==> config.mk <==
export PLATFORM = sky130hd
export DESIGN_NAME = ne_window_accum
export DESIGN_NICKNAME = d
export VERILOG_FILES = /design/src/rtl/ne_pkg.sv /design/src/rtl/ne_sample_ring.sv /design/src/rtl/ne_window_accum.sv
export SDC_FILE = /design/constraint.sdc
export NUM_CORES = 1
export LEC_CHECK = 0
export ABC_AREA = 1
export ABC_CLOCK_PERIOD_IN_PS = 11500
export CAP_MARGIN = 20
export CORE_ASPECT_RATIO = 0.7
export CORE_UTILIZATION = 50
export CTS_CLUSTER_DIAMETER = 80
export DETAILED_ROUTE_END_ITERATION = 12
export PLACE_DENSITY_LB_ADDON = 0.25
export SLEW_MARGIN = 20
export SYNTH_ARGS = -nofsm -noshare
export SYNTH_HDL_FRONTEND = slang
export SYNTH_HIERARCHICAL = 1
export SYNTH_SLANG_ARGS = --single-unit
==> constraint.sdc <==
create_clock -name clk -period 11.5 [get_ports clk]
set_input_delay 1.725 -clock clk [delete_from_list [all_inputs] [get_ports clk]]
set_output_delay 1.725 -clock clk [all_outputs]
set_load 0.01 [all_outputs]
==> src/rtl/ne_pkg.sv <==
// ne_pkg: shared constants for the nonlinear-energy (NE) chain.
//   NE_IN_W     : width of the signed per-sample NE value
//   NE_LOG2_WIN : log2 of the sliding-window length
//   NE_SKIP     : upstream priming samples discarded after reset
//   NE_ACC_W    : width of the signed window sum (cannot overflow)
package ne_pkg;

    localparam int unsigned NE_IN_W     = 64;
    localparam int unsigned NE_LOG2_WIN = 4;
    localparam int unsigned NE_SKIP     = 2;
    localparam int unsigned NE_ACC_W    = NE_IN_W + NE_LOG2_WIN;

endpackage : ne_pkg

==> src/rtl/ne_sample_ring.sv <==
// ne_sample_ring: WINDOW-deep ring of the most recent accepted NE samples.
//   clk, rst  : clock, synchronous active-high reset (clears the pointer only)
//   wr_en     : store wr_data at the write pointer and advance it
//   wr_data   : sample to store
//   oldest_c  : combinational read at the write pointer, i.e. the sample
//               about to be overwritten (valid once the ring is full)
module ne_sample_ring
    import ne_pkg::*;
#(
    parameter int unsigned IN_W     = NE_IN_W,
    parameter int unsigned LOG2_WIN = NE_LOG2_WIN
) (
    input  logic                   clk,
    input  logic                   rst,
    input  logic                   wr_en,
    input  logic signed [IN_W-1:0] wr_data,
    output logic signed [IN_W-1:0] oldest_c
);

    localparam int unsigned WINDOW = 1 << LOG2_WIN;

    logic signed [IN_W-1:0] ring_q [WINDOW];
    logic [LOG2_WIN-1:0]    wr_ptr_q;

    // Write pointer wraps naturally at WINDOW.
    always_ff @(posedge clk) begin
        if (rst) begin
            wr_ptr_q <= '0;
        end else if (wr_en) begin
            wr_ptr_q <= wr_ptr_q + LOG2_WIN'(1);
        end
    end

    // Storage carries no reset; contents are only read once the ring is full.
    always_ff @(posedge clk) begin
        if (wr_en) begin
            ring_q[wr_ptr_q] <= wr_data;
        end
    end

    // Read-before-write: the oldest sample is visible in the cycle it is replaced.
    assign oldest_c = ring_q[wr_ptr_q];

endmodule : ne_sample_ring

==> src/rtl/ne_window_accum.sv <==
// ne_window_accum: sliding-window sum of the NE sample stream with
// threshold detect. Drops the first SKIP valid samples after reset.
//   clk, rst   : clock, synchronous active-high reset
//   din        : signed NE sample
//   din_valid  : sample qualifier
//   thresh     : signed detect threshold, used in the accept cycle
//   dout_sum   : signed window sum (registered, updated on every accept)
//   dout_valid : one-cycle pulse when an accept leaves the window full
//   detect     : registered dout_sum > thresh (strict, signed)
//   fill       : samples currently held in the window, 0..WINDOW
module ne_window_accum
    import ne_pkg::*;
#(
    parameter int unsigned IN_W     = NE_IN_W,
    parameter int unsigned LOG2_WIN = NE_LOG2_WIN,
    parameter int unsigned SKIP     = NE_SKIP,
    parameter int unsigned ACC_W    = IN_W + LOG2_WIN
) (
    input  logic                    clk,
    input  logic                    rst,
    input  logic signed [IN_W-1:0]  din,
    input  logic                    din_valid,
    input  logic signed [ACC_W-1:0] thresh,
    output logic signed [ACC_W-1:0] dout_sum,
    output logic                    dout_valid,
    output logic                    detect,
    output logic [LOG2_WIN:0]       fill
);

    localparam int unsigned WINDOW = 1 << LOG2_WIN;
    localparam int unsigned SKIP_W = (SKIP > 0) ? $clog2(SKIP + 1) : 1;
    localparam logic [LOG2_WIN:0]  FILL_FULL = (LOG2_WIN + 1)'(WINDOW);
    localparam logic [SKIP_W-1:0]  SKIP_END  = SKIP_W'(SKIP);

    logic [SKIP_W-1:0]       skip_q;
    logic                    skip_done_c;
    logic                    drop_c;
    logic                    accept_c;
    logic                    win_full_c;
    logic signed [IN_W-1:0]  oldest_c;
    logic signed [ACC_W-1:0] din_ext_c;
    logic signed [ACC_W-1:0] old_ext_c;
    logic signed [ACC_W-1:0] sum_next_c;
    logic [LOG2_WIN:0]       fill_next_c;

    ne_sample_ring #(
        .IN_W     (IN_W),
        .LOG2_WIN (LOG2_WIN)
    ) u_ring (
        .clk      (clk),
        .rst      (rst),
        .wr_en    (accept_c),
        .wr_data  (din),
        .oldest_c (oldest_c)
    );

    // Sample classification: warm-up drop versus accept.
    always_comb begin
        skip_done_c = (skip_q == SKIP_END);
        drop_c      = din_valid && !skip_done_c && !rst;
        accept_c    = din_valid &&  skip_done_c && !rst;
    end

    // Window update; dout_sum doubles as the running sum.
    always_comb begin
        win_full_c  = (fill == FILL_FULL);
        din_ext_c   = ACC_W'(din);
        old_ext_c   = win_full_c ? ACC_W'(oldest_c) : '0;
        sum_next_c  = dout_sum + din_ext_c - old_ext_c;
        fill_next_c = win_full_c ? fill : fill + (LOG2_WIN + 1)'(1);
    end

    // Skip counter, fill counter, accumulator and output registers.
    always_ff @(posedge clk) begin
        if (rst) begin
            skip_q     <= '0;
            fill       <= '0;
            dout_sum   <= '0;
            dout_valid <= 1'b0;
            detect     <= 1'b0;
        end else begin
            dout_valid <= 1'b0;
            if (drop_c) begin
                skip_q <= skip_q + SKIP_W'(1);
            end
            if (accept_c) begin
                dout_sum   <= sum_next_c;
                detect     <= (sum_next_c > thresh);
                fill       <= fill_next_c;
                dout_valid <= (fill_next_c == FILL_FULL);
            end
        end
    end

endmodule : ne_window_accum

==> results by group <==
Clock tree
  – Post-CTS Resized: 0
  – CTS H-tree depth: 3
  – Clock Path Buffers: 3
  – CTS root buffer: clkbuf_16
  – CTS sink cnt: roughly 1100
  – Clk_lat worst skew: around 740 ps
  – Post-CTS setup buffer count: 0
  – CTS buffer count: approximately 110
  – CTS tree: done
  – Hold_buf cts: 0
  – Clk pin slew, worst setup/hold paths: 70 ps

Yosys
  – Synthesized flop and latch total: around 1100
  – Top_reg_cell synth: edfxtp_1
  – Syn Nets: 6846
  – Mapped cell area: between 50000 and 60000 um^2
  – Post-synthesis cell type count: 46
  – Ys async rst share: 0%
  – Yosys warns: 6
  – EDFF count, synth: 1024
  – Share of the synthesized area in the top cell type: 53.30%
  – Seq/Total Area, Yosys: around 56%
  – Synth Instances: 6500
  – Synthesized area per cell: around 9 um^2
  – Synth area leaders: edfxtp_1, nand2_1, inv_1, nand3_1, ha_1
  – Synth area leader: edfxtp_1

Timing
  – Tmin final: between 7000 and 8000 ps
  – Final Max Slew Viols: 0
  – Relative slew slack: between 10% and 20%
  – Final setup TNS: 0 ps
  – RSZ-0062 raised after global routing: false
  – Period Utilization, post-route: 66.68%
  – Worst-margin pin slew: between 1000 and 1500 ps
  – Endpoints failing setup: 0
  – Final hold violations: 0
  – Clock skew: 38.77 ps
  – Max Clk Rate: between 0.1 and 0.15 GHz
  – Final worst setup slack: between 3000 and 4000 ps

Global route
  – Largest net degree at the start of global routing: ~250
  – First-pass GRT wire length: 259.1 mm
  – Gr usage total: between 20 and 30%
  – Antenna violations before repair: 4
  – GRT Residual Overflow: 0
  – Number of global-route vias before repair: between 40000 and 50000

Routing
  – Drt pass-1 iters: 6
  – Number of remaining DRC errors: 0
  – Vias per std cell: between 5 and 6
  – Vias: about 44000
  – Antenna-violating nets left: 0
  – Routed WL per cell: between 20 and 25 um
  – WL final: roughly 170 mm
  – DRT iter0 DRCs: 4595

Worst setup path
  – R2R Setup Slk: 3830 ps
  – Critical path required time: approximately 12000 ps
  – R2r endpoint: detect$_SDFFE_PP0P_
  – CP Max Fanout: approximately 250
  – Peak per-stage delay on the critical path: about 900 ps
  – Startpoint class of the critical path: register
  – WP data arrival: roughly 8300 ps
  – CP max-delay cell: buf_4
  – CP Capture Type: register
  – CP Class: reg2reg
  – Most used cell, CP: nand2_1
  – Cells on worst reg2reg path: 34

Final layout
  – Layout Nets: 6976
  – Register area: around 32000 um^2
  – Area delta synth->final: 11.14%
  – Multi-input logic area: around 18000 um^2
  – Layout cells sized above 1: 4.108%
  – Post-layout util: 56.47%
  – Fill cells: between 10000 and 15000

Min path
  – Hold Path Sink: skip_q[1]$_SDFFE_PP0P_
  – Hold path depth: 2
  – Min-delay src: skip_q[1]$_SDFFE_PP0P_
  – Worst hold path class: reg2reg

Pwr
  – Leak: roughly 29 nW
  – Peak supply drop: 0.0001541 V
  – Pwr per Cell Area: roughly 150 nW/um^2

Run status
  – Status: finished, final reports clean

Floorplan
  – Die area: 116800 um^2
  – Chip width: a little over 400 um
  – Die H: ~290 um
  – IO Pins: 210
  – Starting Density: 50.81%
  – Site Rows: between 100 and 150
  – Core area: roughly 110000 um^2

Placed design
  – DP HPWL: about 110 mm
  – Buffers on Ports: around 210
  – GP Congestion: 1.075
  – Worst slack, placed: 4245 ps

Job
  – Max cap viols: 0
## cell usage after synthesis, types with 19 or more instances
library cell and n:
buf_6 45, nand3_1 875, clkbuf_1 42, nand2_2 20
o21bai_1 19, nor2_1 242, ha_1 144, buf_1 23
a21oi_1 166, xor2_1 38, nand2_1 1931, buf_2 110
fa_1 67, inv_1 1469, dfxtp_1 85, edfxtp_1 1024
o21ai_0 44
## cell usage in the layout (no fill, tap or decap), types with 5 or more instances in the layout
| master | netlist | layout |
|---|---|---|
| a21o_1 | 10 | 10 |
| a21oi_1 | 166 | 166 |
| buf_12 | 0 | 6 |
| buf_4 | 17 | 50 |
| bufinv_16 | 0 | 5 |
| clkbuf_1 | 42 | 27 |
| clkbuf_16 | 0 | 106 |
| clkdlybuf4s50_1 | 0 | 208 |
| clkinv_1 | 1 | 30 |
| clkinv_2 | 0 | 19 |
| dfxtp_1 | 85 | 81 |
| edfxtp_1 | 1024 | 1024 |
| fa_1 | 67 | 67 |
| ha_1 | 144 | 144 |
| inv_1 | 1469 | 1468 |
| nand2_1 | 1931 | 1930 |
| nand2_2 | 20 | 21 |
| nand3_1 | 875 | 875 |
| nand3_2 | 6 | 6 |
| nand4_1 | 17 | 17 |
| nor2_1 | 242 | 226 |
| nor2_2 | 16 | 15 |
| nor2_4 | 1 | 18 |
| nor3_1 | 17 | 17 |
| o21a_1 | 5 | 5 |
| o21ai_0 | 44 | 44 |
| o21ai_1 | 13 | 13 |
| o21bai_1 | 19 | 19 |
| o31ai_1 | 16 | 16 |
| xor2_1 | 38 | 38 |
## kinds of logic after synthesis
kind of cell             after synthesis  synth area share, %
adder cells (fa/ha/maj)              211                5.448
AND/OR/NAND/NOR                     3141                22.78
buffers and inverters               1716                12.17
XOR/XNOR                              41               0.6355
flip-flops                          1109                56.25
AO/OA/AOI/OAI                        282                2.711
## area by class of cell
cell class              count  area share, %
repair buffers            264          4.020
inverters                1475          8.685
clock buffers             134          4.317
flip-flops and latches   1109          50.64
clock inverters            62         0.7436
diodes                      3        0.01171
multi-input cells        3675          28.61
well taps                1522          2.970
## registers in the layout, summed over array words and instances, names as in the netlist, named ones only
| register | count |
|---|---|
| skip_q | 2 |
| u_ring/ring_q | 1024 |
| dout_sum | 68 |
| dout_valid | 1 |
| detect | 1 |
| u_ring/wr_ptr_q | 4 |
| fill | 5 |
## worst max path at each step
stage | startpoint | endpoint | slack, ps | depth (start not counted)
6_report | register | detect$_SDFFE_PP0P_ | 3830 | 34
5_1_grt | register | detect$_SDFFE_PP0P_ | 3630 | 37
4_1_cts | register | detect$_SDFFE_PP0P_ | 4280 | 36
3_5_place_dp | din[34] | detect$_SDFFE_PP0P_ | 4250 | 29
3_3_place_gp | din[34] | detect$_SDFFE_PP0P_ | 4190 | 29
2_1_floorplan | din_valid | u_ring/ring_q[11][0]$_DFFE_PP_ | 5640 | 6
## per-stage QoR
step	instances	cell area, um^2	hold slack [ps]	power [W]
after floorplan	6500	57690	474.9	0.005441
after global placement	8045	60860	484.2	0.006004
after detailed placement	8045	60860	512.3	0.006019
after CTS	8241	64100	518.3	0.009357
after global routing	8244	64110	555.4	0.009676
final	8244	64110	518.9	0.009342
## routing by layer
metal / GRT usage, % / wire length, um
met1: 41.83 / 74190
met2: 46.34 / 78520
met4: 11.02 / 6769
met3: 5.170 / 15370
met5: 0 / 9
## worst max-delay path: cells and delay by family (launching register included)
family | cells | cell delay (ps)
buf+inv | 5 | 1590
compound gates | 2 | 270
xor+xnor | 1 | 370
simple gates | 23 | 3040
fa+ha+maj | 3 | 1200
flops | 1 | 510
## power by group
part / switching [W] / leakage (nW) / internal [W]
logic: 0.00106 / 17.7 / 0.000470
registers: 0.0000184 / 9.90 / 0.00443
clock network: 0.00155 / 1.59 / 0.00182
Power figures use the tool's default switching activity.
